--- src/rtl/spmv_mem_arbiter.sv ---
`default_nettype none
// ============================================================================
// Module      : spmv_mem_arbiter
// Description : Round-robin arbiter that shares one PE memory port among N
//               requesters. Loads receive a free memory tag; responses are
//               steered back to the owning requester with its own tag.
// Revision    : 1.0 - initial release
// ============================================================================
module spmv_mem_arbiter #(
  parameter int N      = 4,
  parameter int UTAG_W = 4,
  parameter int NTAGS  = 8
) (
  input  logic                  clk,
  input  logic                  rst_n,
  input  logic [N-1:0]          req_ld,
  input  logic [N-1:0]          req_st,
  input  logic [N*48-1:0]       req_addr,
  input  logic [N*64-1:0]       req_d_or_tag,
  output logic [N-1:0]          req_stall,
  output logic [N-1:0]          rsp_push,
  output logic [N*UTAG_W-1:0]   rsp_tag,
  output logic [N*64-1:0]       rsp_q,
  output logic                  req_mem_ld,
  output logic                  req_mem_st,
  output logic [47:0]           req_mem_addr,
  output logic [63:0]           req_mem_d_or_tag,
  input  logic                  req_mem_stall,
  input  logic                  rsp_mem_push,
  input  logic [$clog2(NTAGS)-1:0] rsp_mem_tag,
  input  logic [63:0]           rsp_mem_q,
  output logic                  rsp_mem_stall,
  output logic                  busy,
  output logic                  err
);

  localparam int IDW  = $clog2(N);
  localparam int TAGW = $clog2(NTAGS);
  localparam logic [IDW:0]   c_n_ext = (IDW+1)'(N);
  localparam logic [IDW-1:0] c_last  = IDW'(N-1);

  // Tag table: one entry per memory tag
  logic [NTAGS-1:0]  r_tag_busy;
  logic [IDW-1:0]    r_tag_owner [NTAGS];
  logic [UTAG_W-1:0] r_tag_utag  [NTAGS];

  logic [IDW-1:0]    r_rr;

  // Registered memory request stage
  logic              r_mem_ld;
  logic              r_mem_st;
  logic [47:0]       r_mem_addr;
  logic [63:0]       r_mem_d;

  // Registered response stage
  logic [N-1:0]        r_rsp_push;
  logic [N*UTAG_W-1:0] r_rsp_tag;
  logic [63:0]         r_rsp_q;
  logic                r_err;

  logic              w_free_any;
  logic [TAGW-1:0]   w_free_idx;
  logic [N-1:0]      w_elig;
  logic              w_gnt_vld;
  logic [IDW-1:0]    w_gnt_idx;
  logic [IDW:0]      w_rot_sum;
  logic [N-1:0]      w_gnt_oh;
  logic              w_sel_ld;
  logic              w_sel_st;
  logic [47:0]       w_sel_addr;
  logic [63:0]       w_sel_d;
  logic              w_rsp_hit;
  logic [IDW-1:0]    w_rsp_owner;
  logic [UTAG_W-1:0] w_rsp_utag;
  logic [N-1:0]      w_rsp_push_nxt;
  logic [N*UTAG_W-1:0] w_rsp_tag_nxt;

  // Lowest free tag, taken from registered table state only so a tag freed
  // this cycle is not handed out until the next one
  always_comb begin
    w_free_any = 1'b0;
    w_free_idx = '0;
    for (int t = NTAGS-1; t >= 0; t--) begin
      if (!r_tag_busy[t]) begin
        w_free_any = 1'b1;
        w_free_idx = TAGW'(t);
      end
    end
  end

  // A load needs a free tag; ld and st together is treated as a store
  assign w_elig = (req_ld | req_st) & (req_st | {N{w_free_any}});

  // Round-robin pick: first eligible requester at or after the pointer
  always_comb begin
    w_gnt_vld = 1'b0;
    w_gnt_idx = '0;
    w_rot_sum = '0;
    for (int k = N-1; k >= 0; k--) begin
      w_rot_sum = {1'b0, r_rr} + (IDW+1)'(k);
      if (w_rot_sum >= c_n_ext) begin
        w_rot_sum = w_rot_sum - c_n_ext;
      end
      if (w_elig[w_rot_sum[IDW-1:0]]) begin
        w_gnt_vld = 1'b1;
        w_gnt_idx = w_rot_sum[IDW-1:0];
      end
    end
    w_gnt_vld = w_gnt_vld & ~req_mem_stall & rst_n;
  end

  // Select the winner's request fields and build the one-hot grant
  always_comb begin
    w_sel_ld   = 1'b0;
    w_sel_st   = 1'b0;
    w_sel_addr = '0;
    w_sel_d    = '0;
    w_gnt_oh   = '0;
    for (int i = 0; i < N; i++) begin
      if (w_gnt_idx == IDW'(i)) begin
        w_sel_ld   = req_ld[i] & ~req_st[i];
        w_sel_st   = req_st[i];
        w_sel_addr = req_addr[i*48 +: 48];
        w_sel_d    = req_d_or_tag[i*64 +: 64];
        w_gnt_oh[i] = w_gnt_vld;
      end
    end
  end

  assign req_stall = ~w_gnt_oh;

  // Route a memory response to the owner of its tag
  always_comb begin
    w_rsp_hit      = rsp_mem_push & r_tag_busy[rsp_mem_tag];
    w_rsp_owner    = r_tag_owner[rsp_mem_tag];
    w_rsp_utag     = r_tag_utag[rsp_mem_tag];
    w_rsp_push_nxt = '0;
    w_rsp_tag_nxt  = '0;
    for (int i = 0; i < N; i++) begin
      if (w_rsp_hit && (w_rsp_owner == IDW'(i))) begin
        w_rsp_push_nxt[i] = 1'b1;
        w_rsp_tag_nxt[i*UTAG_W +: UTAG_W] = w_rsp_utag;
      end
    end
  end

  // Request stage, tag table, response stage and error flag
  always_ff @(posedge clk) begin
    if (!rst_n) begin
      r_tag_busy <= '0;
      for (int t = 0; t < NTAGS; t++) begin
        r_tag_owner[t] <= '0;
        r_tag_utag[t]  <= '0;
      end
      r_rr       <= '0;
      r_mem_ld   <= 1'b0;
      r_mem_st   <= 1'b0;
      r_mem_addr <= '0;
      r_mem_d    <= '0;
      r_rsp_push <= '0;
      r_rsp_tag  <= '0;
      r_rsp_q    <= '0;
      r_err      <= 1'b0;
    end else begin
      r_mem_ld   <= w_gnt_vld & w_sel_ld;
      r_mem_st   <= w_gnt_vld & w_sel_st;
      r_rsp_push <= w_rsp_push_nxt;
      r_rsp_tag  <= w_rsp_tag_nxt;

      if (w_rsp_hit) begin
        r_tag_busy[rsp_mem_tag] <= 1'b0;
        r_rsp_q                 <= rsp_mem_q;
      end else if (rsp_mem_push) begin
        r_err <= 1'b1;
      end

      if (w_gnt_vld) begin
        r_rr       <= (w_gnt_idx == c_last) ? '0 : w_gnt_idx + 1'b1;
        r_mem_addr <= w_sel_addr;
        if (w_sel_ld) begin
          // Allocated tag index never equals the one being freed: it was
          // already free in the registered table
          r_tag_busy[w_free_idx]  <= 1'b1;
          r_tag_owner[w_free_idx] <= w_gnt_idx;
          r_tag_utag[w_free_idx]  <= w_sel_d[UTAG_W-1:0];
          r_mem_d                 <= 64'(w_free_idx);
        end else begin
          r_mem_d <= w_sel_d;
        end
      end
    end
  end

  assign req_mem_ld       = r_mem_ld;
  assign req_mem_st       = r_mem_st;
  assign req_mem_addr     = r_mem_addr;
  assign req_mem_d_or_tag = r_mem_d;
  assign rsp_push         = r_rsp_push;
  assign rsp_tag          = r_rsp_tag;
  assign rsp_q            = {N{r_rsp_q}};
  assign rsp_mem_stall    = 1'b0;
  assign err              = r_err;
  assign busy             = (|r_tag_busy) | r_mem_ld | r_mem_st | (|r_rsp_push);

endmodule
`default_nettype wire

--- config.mk ---
export PLATFORM = sky130hd
export DESIGN_NAME = spmv_mem_arbiter
export DESIGN_NICKNAME = d
export VERILOG_FILES = /design/src/rtl/spmv_mem_arbiter.sv
export SDC_FILE = /design/constraint.sdc
export NUM_CORES = 1
export LEC_CHECK = 0
export CAP_MARGIN = 20
export CELL_PAD_IN_SITES_DETAIL_PLACEMENT = 0
export CELL_PAD_IN_SITES_GLOBAL_PLACEMENT = 1
export CORE_AREA = 3 3 359 361
export CTS_BUF_LIST = sky130_fd_sc_hd__clkbuf_8
export DETAILED_ROUTE_END_ITERATION = 8
export DIE_AREA = 0 0 362 364
export HOLD_SLACK_MARGIN = 0.1
export PLACE_DENSITY = 0.51
export RECOVER_POWER = 100
export SYNTH_ARGS = -nofsm -noshare
export SYNTH_HDL_FRONTEND = slang
export SYNTH_SLANG_ARGS = --single-unit
--- constraint.sdc ---
create_clock -name clk -period 4.5 [get_ports clk]
set_input_delay 0.675 -clock clk [delete_from_list [all_inputs] [get_ports clk]]
set_output_delay 0.675 -clock clk [all_outputs]
set_load 0.01 [all_outputs]
Word level (Yosys, flattened, before mapping)
Memory sizes are Yosys's and may differ from the RTL's.
Cells that the tools add are included.

storage, ports and cells
  logic and storage cells = 166
  register bits = 209
  bits in writable memories = 48
  memories kept = 2
  input bits = 527
  output and inout port bits = 397

operators by class
  equality and inequality tests = 6
  bitwise logic cells = 25
  magnitude comparators = 12
  muxes and demuxes = 83
  reduce and logical (&&, ||, !) cells = 17
  $add $sub $neg = 8

memories
  memory       depth  bits a word  read ports  clocked after Yosys merged registers in  write ports  line  text
  r_tag_utag   8      4            1           0                                        8            45    logic [UTAG_W-1:0] r_tag_utag [NTAGS];
  r_tag_owner  8      2            1           0                                        8            44    logic [IDW-1:0] r_tag_owner [NTAGS];

operator list
  kind                                                                                 count
  64-bit two-way mux                                                                   5
  48-bit two-way mux                                                                   4
  1-bit two-way mux                                                                    42
  8-bit two-way mux                                                                    4
  3-bit two-way mux                                                                    10
  2-bit two-way mux                                                                    10
  2-bit by 3-bit < comparator with 1-bit output, second input constant                 4
  2-bit AND reduction                                                                  5
  1-bit bitwise AND                                                                    9
  3-bit greater-or-equal comparator, second input constant                             3
  8-bit bitwise AND                                                                    1
  1-bit binary-select mux with 2-bit select                                            4
  2-bit == test, second input constant                                                 4
  3-bit by 4-bit < comparator with 1-bit output, second input constant                 2
  8-bit inverter                                                                       1
  4-bit bitwise OR                                                                     2
  8-bit bitwise OR                                                                     1
  4-bit OR reduction                                                                   2
  8-bit OR reduction                                                                   1
  2-bit by 1-bit subtractor with 2-bit output, second input constant                   4
  2-bit by 2-bit adder with 3-bit output, second input constant                        2
  1-bit demux with 3-bit select                                                        2
  3-bit by 1-bit greater-or-equal comparator with 1-bit output, second input constant  2
  1-bit logical AND                                                                    6
  other kinds (12)                                                                     21

Depth between registers and ports, before layout
Gate-level depths: netlist of run 1.

  depth in word-level cells = 27
  mapped depth = 17
  mapped depth without buffers = 11

Worst setup path after synthesis of run 1
Ideal clock, no wire load.

  kind = flip-flop to flip-flop
  start point = reg r_tag_busy[5]
  end point = mem r_tag_owner[3][0] (netlist name) (enable)
  setup time = 0.320 ns
  required time = 4.180 ns
  buffers on the path = 2
  stages on the path, launching flop included = 14
  period minus slack after synthesis = 3.648 ns
  arrival time = 3.328 ns
  slack = 0.852 ns
  path through = dfxtp_1 > clkbuf_1 > nand4_1 > or2_2 > a221o_1 > o311ai_1 > buf_2 > inv_1 > ha_1 > nor4bb_1 > o21ai_1 > a221oi_1 > nand3_1 > nand2_1

RTL lines
  item                               line  text
  from (decl)                        43    logic [NTAGS-1:0] r_tag_busy;
  from (signal assigned)             150   r_tag_busy <= '0;
  from (signal, indexed assignment)  171   r_tag_busy[rsp_mem_tag] <= 1'b0;
  from (signal, indexed assignment)  183   r_tag_busy[w_free_idx] <= 1'b1;
  to (decl)                          44

Worst setup path in the final report of run 1
  start point = reg r_tag_busy[3]
  end point = reg r_mem_addr[19] (netlist: req_mem_addr[19])

between the ends
  longest elaborated chain between the ends = 17
  elaborated cells between the ends (all ways) = 32
  classes of those cells = eq/ne: 3; mux: 24; bitwise: 4; reduce/logical: 1

RTL lines
  item                                       line  text
  1-bit two-way mux (*) (4 in series)        84    if (!r_tag_busy[t]) begin
  4-bit bitwise OR (*)                       92    assign w_elig = (req_ld | req_st) & (req_st | {N{w_free_any}});
  4-bit bitwise AND (*)                      92
  1-bit binary-select mux with 2-bit select  104   if (w_elig[w_rot_sum[IDW-1:0]]) begin
  1-bit two-way mux (not written as such)    104
  2-bit two-way mux (3 in series)            104
  2-bit two-way mux (*)                      104
  named net w_gnt_idx[0]                     65    logic [IDW-1:0] w_gnt_idx;
  2-bit logical NOT                          120   if (w_gnt_idx == IDW'(i)) begin
  48-bit two-way mux (3 in series)           120
  48-bit two-way mux (*)                     120
  to (signal assigned)                       179   r_mem_addr <= w_sel_addr;
  to (decl)                                  52    logic [47:0] r_mem_addr;

Mark *: on every way through the listed nets, which the timed path passes. The rest lies on a longest branch. The select of a mux whose other input is x is not followed.
A chain may end at the register's enable or synchronous reset.

==> flow_metrics.env, run 1 <==
export IMPL_clockPowerShare=0.246
export IMPL_drt_first_pass_iters=6
export IMPL_netlist_instances=1663
export IMPL_finish_instance_area_um2=25760
export IMPL_drive_above_1_share=0.08600
export IMPL_worst_pin_slew_ps=1237
export IMPL_finalPower_uw=11610
export IMPL_ir_drop_mv=0.2481
export IMPL_r2r_cells=14
export IMPL_internal_power_uw=6788
export IMPL_clk_latency_ps=720
export IMPL_critPathKind="flip-flop to flip-flop"
export IMPL_drtIter0Drc=938
export IMPL_yosys_top_cells_count="dfxtp_1, buf_4, nand2_1"
export IMPL_synth_most_common_cell="dfxtp_1"
export IMPL_r2r_slack_ps=130
export IMPL_cts_hold_buf=0
export IMPL_synthTopCellsByArea="dfxtp_1, buf_4, edfxtp_1"
export IMPL_grt_start_max_net_pins=146
export IMPL_synthArstFlopShare=0
export IMPL_gp_congestion=0.8225
export IMPL_wire_per_inst_um=22.86
export IMPL_combPwrFrac=0.495
export IMPL_cp_end_kind="flip-flop"
export IMPL_pwr_share_seq=0.259
export IMPL_start_util=0.1133
export IMPL_synthDistinctLibCells=60
export IMPL_gr_total_overflow=0
export IMPL_syn_to_final_growth_pct=80.85
export IMPL_ys_ff_latch=257
export IMPL_holdPathEnd="r_tag_busy[5]"
export IMPL_slew_headroom=0.1754
export IMPL_hpwl_mm=77.30
export IMPL_fp_coreArea_um2=125700
export IMPL_nets=2951
export IMPL_hold_violations=0
export IMPL_outcome="completed"
export IMPL_die_y_um=364
export IMPL_drt_wl_total_mm=94.27
export IMPL_synth_edf_count=48
export IMPL_final_cells=4124
export IMPL_r2r_end="req_mem_addr[19]"
export IMPL_syn_num_nets=2194
export IMPL_cap_violations=0
export IMPL_period_share=0.9707
export IMPL_setup_viol=0
export IMPL_clockRootBuffer="clkbuf_8"
export IMPL_io_buffers=922
export IMPL_pre_cts_ws_ps=-49.99
export IMPL_route_detailed_drc=0
export IMPL_cts_inserted_buffers=56
export IMPL_clk_path_buf_depth=3
export IMPL_grt_usage=0.1351
export IMPL_num_vias=15516
export IMPL_synth_top_cell_area_share=0.2937
export IMPL_viasPerCell=3.762
export IMPL_grt_pass1_wl_mm=126.6
export IMPL_boundaryPins=924
export IMPL_fin_ws_ps=131.8
export IMPL_crit_path_start_kind="flip-flop"
export IMPL_tritoncts="built"
export IMPL_setup_tns_ps=0
export IMPL_synth_yosys_warnings=0
export IMPL_ant_nets=0
export IMPL_clk_pin_slew_ps=70
export IMPL_worstPathMaxFanout=53
export IMPL_period_needed_ps=4368
export IMPL_synth_seq_area_share=0.3949
export IMPL_htreeDepth=2
export IMPL_synthFlopType="dfxtp_1"
export IMPL_antenna_found_initial=23
export IMPL_switching_share=0.4153
export IMPL_startpoint="r_tag_busy[3]"
export IMPL_switchingPower_uw=4821
export IMPL_first_global_vias=15454
export IMPL_min_path_cells=4
export IMPL_total_leakage_power_uw=0.01005
export IMPL_skew_ps=84.92
export IMPL_place_area_um2=24540
export IMPL_cts_sinks=257
export IMPL_synth_area_per_cell_um2=8.565
export IMPL_drv_slew=0
export IMPL_synth_top_area_cell="dfxtp_1"
export IMPL_synth_area_um2=14240
export IMPL_dp_cells=4010
export IMPL_cp_arrival_ps=4930
export IMPL_r2r_start="r_tag_busy[3]"
export IMPL_fp_dieW_um=362
export IMPL_p_per_area_nw_per_um2=450.7
export IMPL_min_path_type="primary input to flip-flop"
export IMPL_hold_start="rst_n"
export IMPL_row_count=130
export IMPL_clock_fmax_ghz=0.2289
export IMPL_required_ps=5070
export IMPL_dieArea_um2=131800
==> per-stage QoR <==
step / hold WS (ps) / utilization
floorplan: 476.0 / -
global placement: 445.0 / 0.1951
detailed placement: 445.3 / 0.1951
CTS: 337.5 / 0.2050
global route: 389.9 / 0.2047
finish: 448.7 / 0.2049
==> how the worst max path moves through the flow <==
stage                              endpoint  slack, ps  cells past startpoint
final                      req_mem_addr[19]        130                     14
after global routing           req_stall[3]        -10                     10
after CTS                      req_stall[3]         50                      9
after detailed placement   req_mem_addr[24]        -50                     12
after global placement     req_mem_addr[24]         20                     13
after floorplan           r_tag_owner[3][0]        850                     13
==> what timing repair did <==
action	in CTS	in global routing
gates cloned	0	0
resized for setup	2	2
setup endpoints to repair	3	2
pin swaps	0	2
buffers inserted	0	2
==> worst max-delay path, cell delays in order (launching register included) <==
cell and delay [ps]:
dfxtp_1 460, nand4_1 130, buf_4 170, o21ai_0 230, a21oi_1 150, o311ai_4 440
inv_1 200, ha_4 240, clkbuf_2 420, buf_12 360, a221oi_1 760, buf_4 250
nor3_1 40, a21oi_1 140, o21ai_0 80
==> cell type report <==
type | count | area, um2
clock buffer | 63 | 867.1
sequential | 257 | 5625
fill | 14022 | 99970
clock inverter | 40 | 350.3
multi-input combinational | 1055 | 6600
inverter | 17 | 63.81
antenna | 9 | 22.52
tap | 1650 | 2064
timing repair buffer | 1033 | 10170
==> layer usage <==
layer  GRT usage  wire length, um  part of all wire
met3     0.04527             7770             0.082
met1      0.1614            38160              0.40
met5           0              104            0.0011
met4     0.02359             1463             0.016
met2      0.2367            46770              0.50
==> sequential cells by signal, summed over array words and instances, names as in the netlist, 2 cells and up <==
name and flops:
r_rr 2, r_tag_utag 32, r_tag_owner 16, r_rsp_q 64, req_mem_addr 48, rsp_push 4
r_tag_busy 8, rsp_tag 16, req_mem_d_or_tag 64
==> power groups by stage <==
stage	Clock, uW	Sequential, uW	Combinational, uW
global route	3100	3060	6280
finish	2860	3010	5740
detailed placement	0	3070	6000
global placement	0	3070	6000
floorplan	0	3140	2570
CTS	3020	3030	6020
==> cell usage in the layout (no fill, tap or decap), types with 71 or more instances in the layout <==
cell,Yosys,routed
mux2i_1,71,71
clkdlybuf4s50_1,0,528
nand2_1,157,157
nor2_1,72,72
dlygate4sd3_1,0,393
a221oi_1,112,111
buf_4,195,90
nor2b_1,113,112
nor3_1,118,118
a21oi_1,131,132
dfxtp_1,209,209
==> logic make-up after synthesis <==
group           after synthesis  synth area share
mux                          83           0.06360
fa+ha+maj                     4          0.003514
flops                       257            0.3949
simple gates                557            0.1926
other cells                   1         0.0002633
compound gates              410            0.1983
buf+inv                     351            0.1469
Note: power is estimated with default switching activity, not from simulation.
==> run 2, diff against run 1 <==
- PLACE_DENSITY: 0.51 -> 0.54
==> run 2 against run 1 <==
Effect of this change:
- the run now ends with capacitance limit, slew limit left
- sequential share of layout area increased by 0.087 points
- sequential power about the same
- cell count decreased by 0.36%
- final area decreased by 0.37%
- critical path type unchanged
==> flow_metrics.env, run 2 (synthesis gave the netlist of run 1 again) <==
export IMPL_outcome="finished with violations"
export IMPL_violations="capacitance limit, slew limit"
export IMPL_cts_sinks=257
export IMPL_ir_drop_mv=0.2049
export IMPL_boundaryPins=924
export IMPL_start_util=0.1133
export IMPL_switchingPower_uw=4891
export IMPL_grt_usage=0.1318
export IMPL_finalPower_uw=11660
export IMPL_clock_fmax_ghz=0.2333
export IMPL_clockPowerShare=0.246
export IMPL_setup_viol=0
export IMPL_worstPathCellList="nand4_1, buf_4, or2_2, a221oi_1, o32ai_2, ha_1, clkbuf_4, nor2b_4, buf_12, buf_12, a221oi_1, nor3_1, a21oi_1, o21ai_0"
export IMPL_grt_pass1_wl_mm=123.5
export IMPL_fp_coreArea_um2=125700
export IMPL_cp_arrival_ps=4790
export IMPL_drtIter0Drc=972
export IMPL_combPwrFrac=0.497
export IMPL_total_leakage_power_uw=0.009956
export IMPL_r2r_slack_ps=210
export IMPL_wire_per_inst_um=22.69
export IMPL_grt_start_max_net_pins=78
export IMPL_skew_ps=52.79
export IMPL_num_vias=15449
export IMPL_critPathKind="flip-flop to flip-flop"
export IMPL_tritoncts="built"
export IMPL_cap_violations=2
export IMPL_num_fill_cells=13996
export IMPL_switching_share=0.4193
export IMPL_fp_dieW_um=362
export IMPL_ant_nets=0
export IMPL_clk_pin_slew_ps=60
export IMPL_clk_latency_ps=730
export IMPL_gr_total_overflow=0
export IMPL_htreeDepth=2
export IMPL_crit_path_start_kind="flip-flop"
export IMPL_row_count=130
export IMPL_crit_slowest_cell="a221oi_1"
export IMPL_period_needed_ps=4287
export IMPL_drv_slew=37
export IMPL_hold_violations=0
export IMPL_cts_hold_buf=0
export IMPL_drt_wl_total_mm=93.23
export IMPL_setup_tns_ps=0
export IMPL_min_path_type="primary input to flip-flop"
export IMPL_clockRootBuffer="clkbuf_8"
export IMPL_layout_common_cells="clkdlybuf4s50_1, dlygate4sd3_1, dfxtp_1"
export IMPL_drt_first_pass_iters=8
export IMPL_dieArea_um2=131800
export IMPL_final_common_cell="clkdlybuf4s50_1"
export IMPL_syn_to_final_growth_pct=80.17
export IMPL_io_buffers=922
export IMPL_rsz0062_at_grt="no"
export IMPL_cp_end_kind="flip-flop"
export IMPL_route_detailed_drc=0
export IMPL_cts_inserted_buffers=55
export IMPL_internal_power_uw=6774
export IMPL_worstPathMaxFanout=36
export IMPL_pwr_share_seq=0.257
export IMPL_slew_headroom=-0.4151
export IMPL_clk_path_buf_depth=3
export IMPL_slowest_delay_ps=980
export IMPL_required_ps=5000
export IMPL_viasPerCell=3.760
export IMPL_nets=2938
export IMPL_antenna_found_initial=22
export IMPL_die_y_um=364
export IMPL_gp_congestion=0.8415
export IMPL_fin_ws_ps=213.5
export IMPL_drive_above_1_share=0.07793
export IMPL_worst_pin_slew_ps=2115
export IMPL_first_global_vias=15223
export IMPL_period_share=0.9526
export IMPL_p_per_area_nw_per_um2=454.5
export IMPL_hpwl_mm=74.56
export IMPL_pre_cts_ws_ps=-206.3
-- run 2: changes by cell type in the layout (fill, tap and decap cells not counted), sizes merged --
cell,change
buf,-29
bufbuf,+1
bufinv,-1
clkbuf,+19
clkdlybuf4s50,-1
clkinvlp,+1
diode,-1
dlygate4sd3,+1
inv,-5
-- run 2: what timing repair did --
item | 4_1_cts | 5_1_grt
setup endpoints to repair | 4 | 3
pin swaps | 2 | 1
setup buffers | 3 | 3
resized for setup | 4 | 2
cloned | 1 | 1
-- run 2: final cells by class --
type | instances | area (um2) | share of cell area
diodes | 8 | 20.02 | 0.0007801
clock buffers | 66 | 908.4 | 0.03540
clock inverters | 35 | 297.8 | 0.01160
inverters | 17 | 63.81 | 0.002486
multi-input cells | 1055 | 6575 | 0.2562
flip-flops and latches | 257 | 5627 | 0.2192
well taps | 1650 | 2064 | 0.08044
repair buffers | 1021 | 10110 | 0.3938
-- run 2: through the flow --
stage               hold WS [ps]  area, um2  std cells  utilization
floorplan                  476.0      14240       1663            -
global placement           444.9      24440       3992       0.1944
detailed placement         445.3      24440       3992       0.1944
CTS                        172.7      25720       4097       0.2045
global route               208.3      25650       4103       0.2040
finish                     287.2      25660       4109       0.2041
-- run 2: critical path: cells and delay by family (launching register included) --
family          cells  cell delay (ps)
flops               1              380
simple gates        4              820
compound gates      5             1760
fa+ha+maj           1              240
buf+inv             4              780
-- run 2: path summary, 6_finish.rpt --
check	startpoint	cells past startpoint	to
setup / recovery	r_tag_busy[3]	14	req_mem_addr[14]
hold / removal	rst_n	3	req_mem_addr[45]
setup reg to reg	r_tag_busy[3]	14	req_mem_addr[14]
hold reg to reg	req_mem_d_or_tag[21]	1	req_mem_d_or_tag[21]
-- run 2: power groups by stage --
| stage | logic [uW] | registers, uW | clock network [uW] |
|---|---|---|---|
| floorplan | 2570 | 3140 | 0 |
| global placement | 5910 | 3070 | 0 |
| detailed placement | 5900 | 3070 | 0 |
| CTS | 5980 | 3030 | 3050 |
| global route | 6310 | 3060 | 3130 |
| finish | 5790 | 3000 | 2870 |
-- run 2: routing by layer --
layer | GRT usage | vias to the layer above | share of wire
met5 | 0 | - | 0.0015
met4 | 0.02928 | 20 | 0.022
met3 | 0.04640 | 109 | 0.085
met2 | 0.2212 | 700 | 0.47
met1 | 0.1616 | 7272 | 0.42
li1 | - | 7348 | -
